File: src/rtl/mem_stage.sv
// mem_stage: RV32I memory-access stage with a single-outstanding req/ack data bus.
// Optional macro MEM_STAGE_MISALIGN_TRAP_EN: trap misaligned half/word accesses
// instead of forcing them to natural alignment.
module mem_stage (
    input  logic        clk,
    input  logic        rst,
    input  logic        in_valid,
    output logic        in_ready,
    input  logic        mem_w,
    input  logic        mem_r,
    input  logic [31:0] mem_addr,
    input  logic [31:0] mem_data,
    input  logic [1:0]  mem_len,
    input  logic        mem_uns,
    input  logic        reg_w,
    input  logic [31:0] reg_data,
    input  logic [4:0]  rd,
    output logic        dmem_req,
    output logic        dmem_we,
    output logic [31:0] dmem_addr,
    output logic [31:0] dmem_wdata,
    output logic [3:0]  dmem_be,
    input  logic        dmem_ack,
    input  logic [31:0] dmem_rdata,
    output logic        wb_valid,
    output logic        wb_reg_w,
    output logic [4:0]  wb_rd,
    output logic [31:0] wb_data,
    output logic        exc_misalign,
    output logic [31:0] exc_addr
);
    typedef enum logic {IDLE, REQ} state_t;
    state_t state;
    logic [1:0]  lo_q;
    logic [1:0]  len_q;
    logic        uns_q;
    logic        reg_w_q;
    logic [4:0]  rd_q;
    logic        is_mem;
    logic        is_byte;
    logic        is_half;
    logic        is_word;
    logic [31:0] al_addr;
    logic [31:0] st_wdata;
    logic [3:0]  st_be;
    logic [31:0] shifted;
    logic [31:0] ld_data;
    assign in_ready = (state == IDLE);
    // Decode the incoming access and build aligned address, lane-replicated data and byte enables.
    always_comb begin
        is_mem   = mem_w | mem_r;
        is_byte  = (mem_len == 2'd0);
        is_half  = (mem_len == 2'd1);
        is_word  = mem_len[1];
        al_addr  = is_word ? {mem_addr[31:2], 2'b00} : is_half ? {mem_addr[31:1], 1'b0} : mem_addr;
        st_wdata = is_byte ? {4{mem_data[7:0]}} : is_half ? {2{mem_data[15:0]}} : mem_data;
        st_be    = is_byte ? 4'b0001 << al_addr[1:0] : is_half ? (al_addr[1] ? 4'b1100 : 4'b0011) : 4'b1111;
    end
    // Extract the addressed lane of the read word and extend it to 32 bits.
    always_comb begin
        shifted = dmem_rdata >> {lo_q, 3'b000};
        ld_data = (len_q == 2'd0) ? {{24{~uns_q & shifted[7]}}, shifted[7:0]} :
                  (len_q == 2'd1) ? {{16{~uns_q & shifted[15]}}, shifted[15:0]} : dmem_rdata;
    end
`ifdef MEM_STAGE_MISALIGN_TRAP_EN
    logic mis;
    assign mis = is_mem & ((is_half & mem_addr[0]) | (is_word & |mem_addr[1:0]));
`else
    assign exc_misalign = 1'b0;
    assign exc_addr     = 32'd0;
`endif
    // Stage FSM: pass-through in IDLE, hold the bus request in REQ until acknowledged.
    always_ff @(posedge clk) begin
        if (rst) begin
            state      <= IDLE;
            dmem_req   <= 1'b0;
            dmem_we    <= 1'b0;
            dmem_addr  <= 32'd0;
            dmem_wdata <= 32'd0;
            dmem_be    <= 4'd0;
            wb_valid   <= 1'b0;
            wb_reg_w   <= 1'b0;
            wb_rd      <= 5'd0;
            wb_data    <= 32'd0;
            lo_q       <= 2'd0;
            len_q      <= 2'd0;
            uns_q      <= 1'b0;
            reg_w_q    <= 1'b0;
            rd_q       <= 5'd0;
`ifdef MEM_STAGE_MISALIGN_TRAP_EN
            exc_misalign <= 1'b0;
            exc_addr     <= 32'd0;
`endif
        end else begin
            wb_valid <= 1'b0;
`ifdef MEM_STAGE_MISALIGN_TRAP_EN
            exc_misalign <= 1'b0;
`endif
            if (state == IDLE) begin
                if (in_valid) begin
`ifdef MEM_STAGE_MISALIGN_TRAP_EN
                    if (mis) begin
                        exc_misalign <= 1'b1;
                        exc_addr     <= mem_addr;
                    end else
`endif
                    if (is_mem) begin
                        state      <= REQ;
                        dmem_req   <= 1'b1;
                        dmem_we    <= mem_w;
                        dmem_addr  <= {al_addr[31:2], 2'b00};
                        dmem_wdata <= st_wdata;
                        dmem_be    <= mem_w ? st_be : 4'b0000;
                        lo_q       <= al_addr[1:0];
                        len_q      <= mem_len;
                        uns_q      <= mem_uns;
                        reg_w_q    <= reg_w;
                        rd_q       <= rd;
                    end else begin
                        wb_valid <= 1'b1;
                        wb_reg_w <= reg_w;
                        wb_rd    <= rd;
                        wb_data  <= reg_data;
                    end
                end
            end else if (dmem_ack) begin
                state    <= IDLE;
                dmem_req <= 1'b0;
                dmem_we  <= 1'b0;
                dmem_be  <= 4'd0;
                wb_valid <= 1'b1;
                wb_reg_w <= ~dmem_we & reg_w_q;
                wb_rd    <= rd_q;
                wb_data  <= dmem_we ? 32'd0 : ld_data;
            end
        end
    end
endmodule

File: config.mk
export PLATFORM = sky130hd
export DESIGN_NAME = mem_stage
export DESIGN_NICKNAME = d
export VERILOG_FILES = /design/src/rtl/mem_stage.sv
export SDC_FILE = /design/constraint.sdc
export NUM_CORES = 1
export LEC_CHECK = 0
export BUFFER_PORTS_ARGS = -buffer_cell sky130_fd_sc_hd__buf_2
export CORE_AREA = 2 2 112 114
export CTS_CLUSTER_DIAMETER = 200
export DETAILED_ROUTE_END_ITERATION = 10
export DIE_AREA = 0 0 114 116
export HOLD_SLACK_MARGIN = 0.06
export PLACE_DENSITY = 0.89
export SLEW_MARGIN = 20
export SYNTH_ARGS = -nofsm -noshare
export SYNTH_HDL_FRONTEND = slang
export SYNTH_SLANG_ARGS = --single-unit
export TNS_END_PERCENT = 100
File: constraint.sdc
create_clock -name clk -period 2.5 [get_ports clk]
set_input_delay 0.375 -clock clk [delete_from_list [all_inputs] [get_ports clk]]
set_output_delay 0.375 -clock clk [all_outputs]
set_load 0.01 [all_outputs]
Word-level counts from Yosys, hierarchy flattened
Cells that the tools add are included.
{"block": "classes", "n_eq_ne": 4, "shift": 2, "n_mux": 42, "bitwise": 7, "reduce_logical": 7}
{"cell": "$mux 32", "n": 9}
{"cell": "$mux 4", "n": 8}
{"cell": "$shr 32x5->16", "n": 1}
{"cell": "$mux 1", "n": 20}
{"cell": "$mux 5", "n": 4}
{"cell": "$reduce_and 3->1", "n": 3}
{"cell": "$eq 2x1->1 const B", "n": 2}
{"cell": "$logic_not 2->1", "n": 2}
{"cell": "$ne 2x2->1 const B", "n": 2}
{"cell": "$reduce_bool 2->1", "n": 2}
{"cell": "$shl 1x2->4 const A", "n": 1}
{"cell": "$and 1x1->1", "n": 3}
{"cell": "$not 1->1", "n": 3}
{"cell": "$mux 2", "n": 1}
{"cell": "$or 1x1->1", "n": 1}
{"block": "word_totals", "reg_bits": 119, "inputBits": 143, "output_inout_bits": 143}

Depth between registers and ports, before layout
Gate-level depths: netlist of the first run.
{"block": "logic_depth", "depth_word": 10, "ltp_mapped": 7, "mapped_depth_nobuf": 4}

Worst setup path before layout of the first run
OpenSTA, ideal clock, no wires.
{"block": "synth_timing", "kind": "register to register", "start": "register lo_q[0]", "end": "register wb_data[7]", "setup_ps": 133, "arrival_time_ps": 1563, "slack_ps": 804, "stages_incl_launch_ff": 5, "period_less_slack_ps": 1696, "path_cell_list": "dfxtp_1 mux4_2 mux2_2 a221oi_1 nor3_1"}
{"block": "synth_between", "elab_chain_cells": 6}
{"element": "from (decl)", "line_no": "34", "text": "logic [1:0] lo_q;"}
{"element": "from (signal assigned)", "line_no": "114", "text": "lo_q <= al_addr[1:0];"}
{"element": "$shr 32x5->16 *", "line_no": "61", "text": "shifted = dmem_rdata >> {lo_q, 3'b000};"}
{"element": "$mux 32", "line_no": "63", "text": "(len_q == 2'd1) ? {{16{~uns_q & shifted[15]}}, shifted[15:0]} : dmem_rdata;"}
{"element": "$mux 32 *", "line_no": "62", "text": "ld_data = (len_q == 2'd0) ? {{24{~uns_q & shifted[7]}}, shifted[7:0]} :"}
{"element": "$mux 32 *", "line_no": "134", "text": "wb_data <= dmem_we ? 32'd0 : ld_data;"}
{"element": "$mux 32 *", "line_no": "126", "text": "end else if (dmem_ack) begin"}
{"element": "$mux 32 *", "line_no": "99", "text": "if (state == IDLE) begin"}
{"element": "to (signal assigned)", "line_no": "123", "text": "wb_data <= reg_data;"}
{"element": "to (signal assigned)", "line_no": "134"}
{"element": "to (decl)", "line_no": "28", "text": "output logic [31:0] wb_data,"}
Mark *: on every way between the ends. The rest lies on a longest branch, timed or not. The select of a mux whose other input is x is not followed.
A chain may end at the register's enable or synchronous reset.

Final worst setup path of the first run
{"block": "layout_timing", "start": "register state", "end": "register wb_data[15]"}
{"block": "layout_between", "elab_chain_cells": 2}
{"element": "from (decl)", "line_no": "33", "text": "state_t state;"}
{"element": "from (signal assigned)", "line_no": "75", "text": "state <= IDLE;"}
{"element": "from (signal assigned)", "line_no": "108", "text": "state <= REQ;"}
{"element": "from (signal assigned)", "line_no": "127", "text": "state <= IDLE;"}
{"element": "$ne 2x2->1 (no source line) or $reduce_bool 2->1 (tied branches)"}
{"element": "$reduce_and 3->1 (no source line)"}
Parallel ways exist; a longest one is shown, timed or not.

==> flow_summary.ini, run 1 <==
[run_status]
status = complete, no violations

[worst_setup_path]
regToRegSetupSlack_ps = 560
worstPathArrival_ps = 2260
cp-start-kind = flip-flop
crit_fanout = 26
crit_type = flip-flop to flip-flop
end_kind = flip-flop
critPathRequiredTime_ps = 2820

[layout]
drive_gt1_share_pct = 31.99
fill_cells = 1048
syn2layout_area_growth_pct = 30.53
stdcell_area_sq_um = 7720
nNetsFinal = 1099

[pwr]
clock_power_share_pct = 45.2
irDropWorstVdd_v = 0.0006323
p_seq_share_pct = 37.9
p_sw_mw = 1.561
powerDensity_nw_per_um2 = 724.1
p_int_mw = 4.029
pwr-share-comb_pct = 16.9
leakagePower_nw = 3.476
swShare_pct = 27.92

[cts]
cts_hold_buffers = 0
cts_root_buf = clkbuf_16
post_cts_resize_count = 0
clock_sinks = 119
htreeDepth = 4
cts_buffer_depth = 2
cts_setup_buffers = 0
cts_tree = built
path_clk_slew_ps = 60
insertion_delay_ps = 420
numCtsBuffers = 17

[grt]
antenna_found_initial = 0
grt_overflow = 0
grtUsageTotal_pct = 27.67
grt_pass1_vias = 5686
grt_first_pass_wirelength_microns = 28360
grt_max_degree = 103

[route]
num_vias = 6190
ant_nets = 0
dr.max_layer_used = met4
drc = 0
wl_met2_microns = 9504
drtIter0Drc = 610
m1WireLength_microns = 7151
wl_microns = 18930
wl_met3_microns = 1815
routedWlPerCell_microns = 16.94
viasPerCell = 5.542
drt_first_pass_iters = 5

[placed_design]
place_area_sq_um = 7103
dpl.hpwl_microns = 13570
numPortBuffers = 250
gp_congestion = 0.8984

[sta]
setup_viol = 0
hold_viol_final = 0
hold_slack_ps = 188.5
fin_crit_sh_pct = 77.42
tns_ps = 0
rsz0062_at_grt = no
slew_violations = 0
clock.fmax_mhz = 516.6
fin_skew_ps = 14.66
tightest_slew_ps = 797.9
relSlewSlack_pct = 46.61
fin_crit_ps = 1936

[synthesis]
synth_top_area_share_pct = 40.28
yosysMostFrequentCell = nand2_1
synth_mux_area_share_pct = 6.537
synthSimpleGateAreaFrac_pct = 18.47
ys_ff_latch = 119
yosys-top-cells-count = nand2_1 (157), dfxtp_1 (119), a21oi_1 (78)
synthArstFlopShare_pct = 0
yosys_warnings = 0
yosysSeqAreaShare_pct = 40.28
synth_fa_ha_area_share_pct = 0
synth_compound_area_share_pct = 25.30
synth_area_sq_um = 5914
synth_top_area_cell = dfxtp_1
synth_top_flop_cell = dfxtp_1
synth_edf_count = 0
synthXorXnorAreaFrac_pct = 0
synthTopCellsByArea = dfxtp_1 (40%), nand2_1 (10%), a21oi_1 (6.6%)
avgSynthCellArea_sq_um = 8.058
synth_cell_types = 55
synthCells = 734
synth_top_family_by_area = compound AO/OA/AOI/OAI gates

[floorplanning]
design.core.area_sq_um = 11910
die_h_microns = 116
start_util_pct = 49.65
rows = 40
io_pins = 286
dieWidth_microns = 114
die-area_sq_um = 13220

[worst_hold_path]
hold_path_class = input port to flip-flop

[run]
drv_cap = 0
-- worst max-delay path, stage by stage (launching register included) --
cell,delay [ps]
dfxtp_1,440
buf_4,330
nand2_1,310
nand2_4,350
nand3_1,110
a221oi_1,300
-- sequential cells by signal (all words and copies together) (netlist names) --
name / flops
dmem_wdata: 32
wb_rd: 5
dmem_req: 1
rd_q: 5
dmem_we: 1
dmem_be: 4
lo_q: 2
state: 1
wb_data: 32
wb_reg_w: 1
uns_q: 1
dmem_addr: 30
len_q: 2
reg_w_q: 1
wb_valid: 1
-- path summary, 6_finish.rpt --
path,from,cells after the start,endpoint
hold / removal,mem_addr[24],3,dmem_addr[24]$_SDFFE_PP0P_
setup / recovery,state$_SDFF_PP0_,5,wb_data[15]$_SDFFE_PP0P_
setup reg to reg,state$_SDFF_PP0_,5,wb_data[15]$_SDFFE_PP0P_
hold reg to reg,dmem_addr[16]$_SDFFE_PP0P_,2,dmem_addr[16]$_SDFFE_PP0P_
-- routing by layer --
metal | vias up | GRT usage (%)
met2 | 338 | 48.41
met3 | 33 | 9.310
met4 | 0 | 11.54
met5 | - | 0
li1 | 2972 | -
met1 | 2847 | 30.99
-- cell type report --
class	count	area (sq um)	share of cell area, %
multi-input cells	550	3126	40.49
flip-flops and latches	119	2382	30.86
repair buffers	264	1396	18.09
clock buffers	19	442.9	5.737
well taps	147	183.9	2.382
clock inverters	13	171.4	2.220
inverters	4	15.01	0.1945
diodes	1	2.502	0.03241
-- kinds of logic (layout without fill, tap and decap cells) --
kind of cell | after synthesis | after routing
AOI/OAI and AO/OA | 228 | 228
buffers and inverters | 99 | 300
DFF | 119 | 119
muxes | 36 | 36
other | 1 | 36
and+or+nand+nor | 251 | 251
-- power by group through the flow --
stage,combinational (mW),clock (mW),sequential (mW)
finish,0.946,2.52,2.12
global route,1.03,2.65,2.13
CTS,0.943,2.55,2.12
detailed placement,0.939,0,2.16
global placement,0.924,0,2.15
floorplan,0.529,0,2.21
-- placed cells by master, fill, tap and decap left out, drive strengths merged, types with 2 or more instances in the layout --
cell type,count
o221ai,2
bufinv,3
nor2b,5
clkbuf,19
a221oi,4
nand3,6
inv,5
nor2,49
buf,264
o31a,16
dfxtp,119
a311oi,12
a22oi,4
clkinvlp,2
a211oi,20
a22o,16
o211ai,9
conb,35
o31ai,4
a21oi,78
clkinv,7
mux2i,34
a2bb2oi,6
nand2b,10
a221o,3
a2111oi,4
nand2,159
nand3b,6
nor3,6
o21ai,46
-- per-stage QoR --
| stage | cells | power [mW] | worst slack, ps | util (%) |
|---|---|---|---|---|
| 3_3_place_gp | 1084 | 3.077 | 646.8 | 59.63 |
| 5_1_grt | 1116 | 5.815 | 404.2 | 64.79 |
| 3_5_place_dp | 1084 | 3.095 | 560.4 | 59.63 |
| 2_1_floorplan | 768 | 2.735 | 803.7 | - |
| 4_1_cts | 1116 | 5.609 | 533.5 | 64.79 |
| 6_report | 1117 | 5.590 | 564.4 | 64.81 |
Note: power is estimated with default switching activity, not from simulation.
==> inputs of run 2 (changes only) <==
--- a/config.mk
+++ b/config.mk
@@ -5,13 +5,14 @@
 export SDC_FILE = /design/constraint.sdc
 export NUM_CORES = 1
 export LEC_CHECK = 0
+export ABC_AREA = 1
 export BUFFER_PORTS_ARGS = -buffer_cell sky130_fd_sc_hd__buf_2
-export CORE_AREA = 2 2 112 114
+export CORE_AREA = 2 2 120 122
 export CTS_CLUSTER_DIAMETER = 200
 export DETAILED_ROUTE_END_ITERATION = 10
-export DIE_AREA = 0 0 114 116
+export DIE_AREA = 0 0 122 124
 export HOLD_SLACK_MARGIN = 0.06
-export PLACE_DENSITY = 0.89
+export PLACE_DENSITY = 0.8
 export SLEW_MARGIN = 20
 export SYNTH_ARGS = -nofsm -noshare
 export SYNTH_HDL_FRONTEND = slang
==> constraint.sdc (replaced) <==
create_clock -name clk -period 1.6 [get_ports clk]
set_input_delay 0.24 -clock clk [delete_from_list [all_inputs] [get_ports clk]]
set_output_delay 0.24 -clock clk [all_outputs]
set_load 0.01 [all_outputs]
==> run 2 against run 1 <==
Worst setup slack got worse by 460 ps; synthesized cell count increased by 14%; combinational power increased by 78%; critical path depth decreased by 2; sequential power increased by 58%; clock power increased by 59%; register-to-register slack got worse by 410 ps; final area increased by 2.1%; critical endpoint is now in_ready; sequential share of layout area decreased by 0.63 points; synthesized area decreased by 3.4%.
==> flow_summary.ini, run 2 <==
[run_status]
status = complete, no violations

[sta]
hold_slack_ps = 70.94
fin_crit_sh_pct = 93.53
setup_viol = 0
slew_violations = 0
fin_crit_ps = 1497
hold_viol_final = 0
tns_ps = 0
clock.fmax_mhz = 668.2
fin_skew_ps = 7.492

[grt]
antenna_found_initial = 2
grt_first_pass_wirelength_microns = 28740
grt_pass1_vias = 5888
grt_max_degree = 74
grt_overflow = 0
grtUsageTotal_pct = 24.45

[layout]
drive_gt1_share_pct = 31.71
top_regs = dmem_wdata (32), wb_data (32), dmem_addr (30)
syn2layout_area_growth_pct = 37.96
nNetsFinal = 1237
layout_common_cells = buf_2 (250), nand2_1 (175), nor2_1 (151)
final_cell_count_no_fill = 1288
final_common_cell = buf_2
fin_util_pct = 57.47

[route]
wl_met2_microns = 9676
dr.max_layer_used = met5
routedWlPerCell_microns = 14.73
wl_microns = 18980
drt_first_pass_iters = 5
viasPerCell = 4.957
ant_nets = 0
drtIter0Drc = 390
num_vias = 6385
drc = 0
m1WireLength_microns = 7525
wl_met3_microns = 1427

[worst_setup_path]
crit_fanout = 39
regToRegSetupSlack_ps = 150
crit_buf_inv = 3
path_cells = inv_2 -> buf_12 -> buf_2
cpPeakStageDelay_ps = 340
critical_path.top_delay_family = buffers and inverters
worstPathArrival_ps = 1260
critPathSlowestCell = dfxtp_1
end_kind = output port
critPathRequiredTime_ps = 1360
crit_type = flip-flop to output port
cp-start-kind = flip-flop

[synthesis]
synth_compound_area_share_pct = 18.85
synth_mux_area_share_pct = 0.3503
yosysMostFrequentCell = nand2_1
yosys_warnings = 0
synth_top_area_share_pct = 41.68
synth_top_area_cell = dfxtp_1
synthXorXnorAreaFrac_pct = 0
synth_edf_count = 0
synth_fa_ha_area_share_pct = 0
synth_cell_types = 29
synthSimpleGateAreaFrac_pct = 28.28
avgSynthCellArea_sq_um = 6.837
synth_area_sq_um = 5715
synthCells = 836
yosysSeqAreaShare_pct = 41.68
synthArstFlopShare_pct = 0
synth_top_flop_cell = dfxtp_1
synthTopCellsByArea = dfxtp_1 (42%), nand2_1 (12%), nor2_1 (9.9%)
ys_ff_latch = 119
yosys-top-cells-count = nand2_1 (177), nor2_1 (151), dfxtp_1 (119)
synth_top_family_by_area = simple AND/OR/NAND/NOR gates

[floorplanning]
start_util_pct = 41.66
rows = 43
io_pins = 286
die-area_sq_um = 15130
dieWidth_microns = 122
die_h_microns = 124
design.core.area_sq_um = 13720

[pwr]
powerDensity_nw_per_um2 = 1144
p_seq_share_pct = 37.0
irDropWorstVdd_v = 0.0006307
p_sw_mw = 2.654
leakagePower_nw = 3.977
clock_power_share_pct = 44.4
p_int_mw = 6.365
swShare_pct = 29.43
finalPower_mw = 9.019
pwr-share-comb_pct = 18.6

[cts]
numCtsBuffers = 17
clock_sinks = 119
insertion_delay_ps = 420
path_clk_slew_ps = 60
cts_tree = built
htreeDepth = 4
cts_root_buf = clkbuf_16
cts_buffer_depth = 2

[placed_design]
dpl.hpwl_microns = 13600
gp_congestion = 0.9691
numPortBuffers = 250
placedCellCount = 1242

[worst_hold_path]
hold_path_class = input port to flip-flop

[run]
drv_cap = 0
## run 2: worst paths after layout
path	start	endpoint	depth (start not counted)
min	mem_addr[5]	dmem_addr[5]$_SDFFE_PP0P_	3
max	state$_SDFF_PP0_	in_ready	3
min reg2reg	dmem_wdata[4]$_SDFFE_PP0P_	dmem_wdata[4]$_SDFFE_PP0P_	2
max reg2reg	lo_q[0]$_SDFFE_PP0P_	wb_data[26]$_SDFFE_PP0P_	10
## run 2: what timing repair did
item | 4_1_cts | 5_1_grt
buffers inserted | 0 | 2
gates resized for setup | 2 | 9
endpoints found under the setup margin | 1 | 35
endpoints found under the hold margin | 11 | 0
cloned | 0 | 0
hold buffers | 11 | 0
## run 2: power groups by stage
| stage | clock, mW | combinational (mW) | sequential [mW] |
|---|---|---|---|
| 6_report | 4.00 | 1.68 | 3.34 |
| 4_1_cts | 4.06 | 1.66 | 3.34 |
| 2_1_floorplan | 0 | 0.888 | 3.49 |
| 3_3_place_gp | 0 | 1.61 | 3.39 |
| 5_1_grt | 4.19 | 1.87 | 3.37 |
| 3_5_place_dp | 0 | 1.62 | 3.40 |
## run 2: cell families after synthesis
family / Yosys count
muxes: 2
buffers and inverters: 116
DFF: 119
other: 1
and+or+nand+nor: 392
AOI/OAI and AO/OA: 206
## run 2: layout make-up
cell class / count / area, sq um
Antenna cell: 1 / 2.502
Clock buffer: 17 / 425.4
Clock inverter: 15 / 190.2
Fill cell: 1337 / 5834
Inverter: 30 / 118.9
Multi-Input combinational cell: 635 / 2874
Sequential cell: 119 / 2384
Tap cell: 180 / 225.2
Timing Repair Buffer: 291 / 1665
## run 2: worst reg2reg max path: stages, from the launching register on
cell and delay, ps:
dfxtp_1 320, buf_4 180, nor2_4 150, nand2_1 80
nand3_2 80, nand2_2 90, nand2_8 120, nand2_1 60
nor2_1 160, nor2_1 60, nor2_1 90
## run 2: through the flow
| stage | setup slack [ps] | instance area, sq um |
|---|---|---|
| final | 103.5 | 7885 |
| after global routing | -0.6006 | 7883 |
| after CTS | 9.303 | 7828 |
| after detailed placement | 6.502 | 7094 |
| after global placement | 32.12 | 7094 |
| after floorplan | 280.3 | 5843 |
## run 2: routing by layer
layer	up-vias	track usage [%]
met5	-	0
met4	2	9.052
met3	32	5.952
met2	286	44.55
met1	2884	27.64
li1	3181	-
==> inputs of run 3 (changes only) <==
--- a/config.mk
+++ b/config.mk
@@ -11,7 +11,7 @@
 export CTS_CLUSTER_DIAMETER = 200
 export DETAILED_ROUTE_END_ITERATION = 10
 export DIE_AREA = 0 0 122 124
-export HOLD_SLACK_MARGIN = 0.06
+export HOLD_SLACK_MARGIN = 0.03
 export PLACE_DENSITY = 0.8
 export SLEW_MARGIN = 20
 export SYNTH_ARGS = -nofsm -noshare
==> constraint.sdc (replaced) <==
create_clock -name clk -period 1.2 [get_ports clk]
set_input_delay 0.18 -clock clk [delete_from_list [all_inputs] [get_ports clk]]
set_output_delay 0.18 -clock clk [all_outputs]
set_load 0.01 [all_outputs]
==> run 3 against run 2 <==
The run now ends with negative setup slack left; clock-buffer cell count did not move; final cell count increased by 8.6%; register-to-register slack got worse by 320 ps; critical path depth grew 4; routed wire length up 30%; first-iteration DRC count up 84%; final area is 25% higher; power rose by 43%; worst hold slack worse by 36 ps; highest routed layer is now met4; global-route usage up 4.1 points; sequential share of layout area shrank 5.9 points.
==> flow_summary.ini, run 3 (synthesis results as in run 2) <==
[grt]
grt_first_pass_wirelength_microns = 33840
grt_overflow = 0
grtUsageTotal_pct = 28.55
antenna_found_initial = 0
grt_max_degree = 62
grt_pass1_vias = 6933

[placed_design]
dpl_worst_slack_ps = -222.4
dpl.hpwl_microns = 13970
numPortBuffers = 250
gp_congestion = 0.9721
place_area_sq_um = 7616

[route]
drt_first_pass_iters = 5
wl_microns = 24690
viasPerCell = 5.350
drc = 0
ant_nets = 0
num_vias = 7485
drtIter0Drc = 716
routedWlPerCell_microns = 17.65

[layout]
multi_input_area_sq_um = 3528
drive_gt1_share_pct = 46.39
nNetsFinal = 1348
stdcell_area_sq_um = 9838
syn2layout_area_growth_pct = 72.13
fill_cells = 936
final_common_cell = buf_2
top_regs = dmem_wdata (32), wb_data (32), dmem_addr (30)
layout_common_cells = buf_2 (248), nand2_1 (147), nor2_1 (126)
regArea_sq_um = 2394

[worst_setup_path]
cp-start-kind = flip-flop
worstPathArrival_ps = 1710
ff2ff_path_depth = 7
path_cells = nor2_4 -> nand2_4 -> buf_12 -> buf_12 -> nor2_4 -> o22ai_1 -> a21oi_1
crit_type = flip-flop to flip-flop
regToRegSetupSlack_ps = -170
cpPeakStageDelay_ps = 370
crit_fanout = 7
path_depth = 7
crit_buf_inv = 2
critical_path.top_delay_family = flip-flops
end_kind = flip-flop
critPathSlowestCell = dfxtp_4
critPathRequiredTime_ps = 1550

[sta]
setup_viol = 110
clock.fmax_mhz = 730.9
fin_skew_ps = 7.535
slew_violations = 0
fin_crit_ps = 1368
rsz0062_at_grt = yes
layout_setup_ws_ps = -168.2
fin_crit_sh_pct = 114.0
hold_viol_final = 0

[cts]
insertion_delay_ps = 420
htreeDepth = 4
numCtsBuffers = 17
cts_tree = built
cts_root_buf = clkbuf_16
clock_sinks = 119
cts_buffer_depth = 2
path_clk_slew_ps = 60

[pwr]
irDropWorstVdd_v = 0.0008403
leakagePower_nw = 4.745
powerDensity_nw_per_um2 = 1314

[floorplanning]
design.core.area_sq_um = 13720
io_pins = 286
die-area_sq_um = 15130
rows = 43
die_h_microns = 124
dieWidth_microns = 122
start_util_pct = 41.66

[run_status]
status = finished with violations
violations = negative setup slack

[worst_hold_path]
hold_depth = 3
hold_path_class = input port to flip-flop

[run]
drv_cap = 0
==> run 3: path summary, 6_finish.rpt <==
check | to | startpoint
worst max-delay path | dmem_wdata[22]$_SDFFE_PP0P_ | state$_SDFF_PP0_
worst min-delay path | wb_data[4]$_SDFFE_PP0P_ | reg_data[4]
worst max register to register | dmem_wdata[22]$_SDFFE_PP0P_ | state$_SDFF_PP0_
worst min register to register | dmem_wdata[20]$_SDFFE_PP0P_ | dmem_wdata[20]$_SDFFE_PP0P_
==> run 3: area by class of cell <==
type | count | area share (%)
clock buffer | 17 | 4.324
inverter | 30 | 1.450
sequential | 119 | 24.33
multi-input combinational | 638 | 35.86
antenna | 1 | 0.02544
clock inverter | 15 | 1.590
timing repair buffer | 399 | 30.13
tap | 180 | 2.289
==> run 3: per-stage QoR <==
step / total power [mW] / util (%) / hold WS, ps / instances / setup TNS, ps
after floorplan: 5.891 / - / 249.4 / 870 / -780.3
after detailed placement: 6.961 / 55.51 / 432.2 / 1287 / -14420
after global routing: 13.44 / 71.69 / 38.63 / 1398 / -14410
after global placement: 6.928 / 55.51 / 416.0 / 1287 / -11220
after CTS: 12.41 / 67.07 / 33.00 / 1384 / -2809
final: 12.92 / 71.71 / 35.28 / 1399 / -8219
==> run 3: worst register-to-register path, delay by kind of cell, from the launching register on <==
family | cells | cell delay [ps]
buf+inv | 2 | 320
compound gates | 2 | 250
flops | 1 | 370
simple gates | 3 | 360
==> run 3: where the power goes <==
group,switching [mW],internal (mW)
Sequential,0.200,4.28
Clock,2.15,2.93
Combinational,1.86,1.50
==> run 3: metal layers <==
metal	global-route usage, %	wire (microns)	vias to the layer above
li1	-	-	3418
met1	31.98	8719	3419
met2	50.35	12350	534
met3	7.875	2513	114
met4	13.36	1113	0
met5	0	0	-
==> run 3: repair_timing <==
action	4_1_cts	5_1_grt
setup endpoints to repair	118	119
endpoints found under the hold margin	58	0
buffers inserted	6	6
gates resized for setup	128	137
pin swaps	29	26
hold buffers	55	0
cloned	4	10
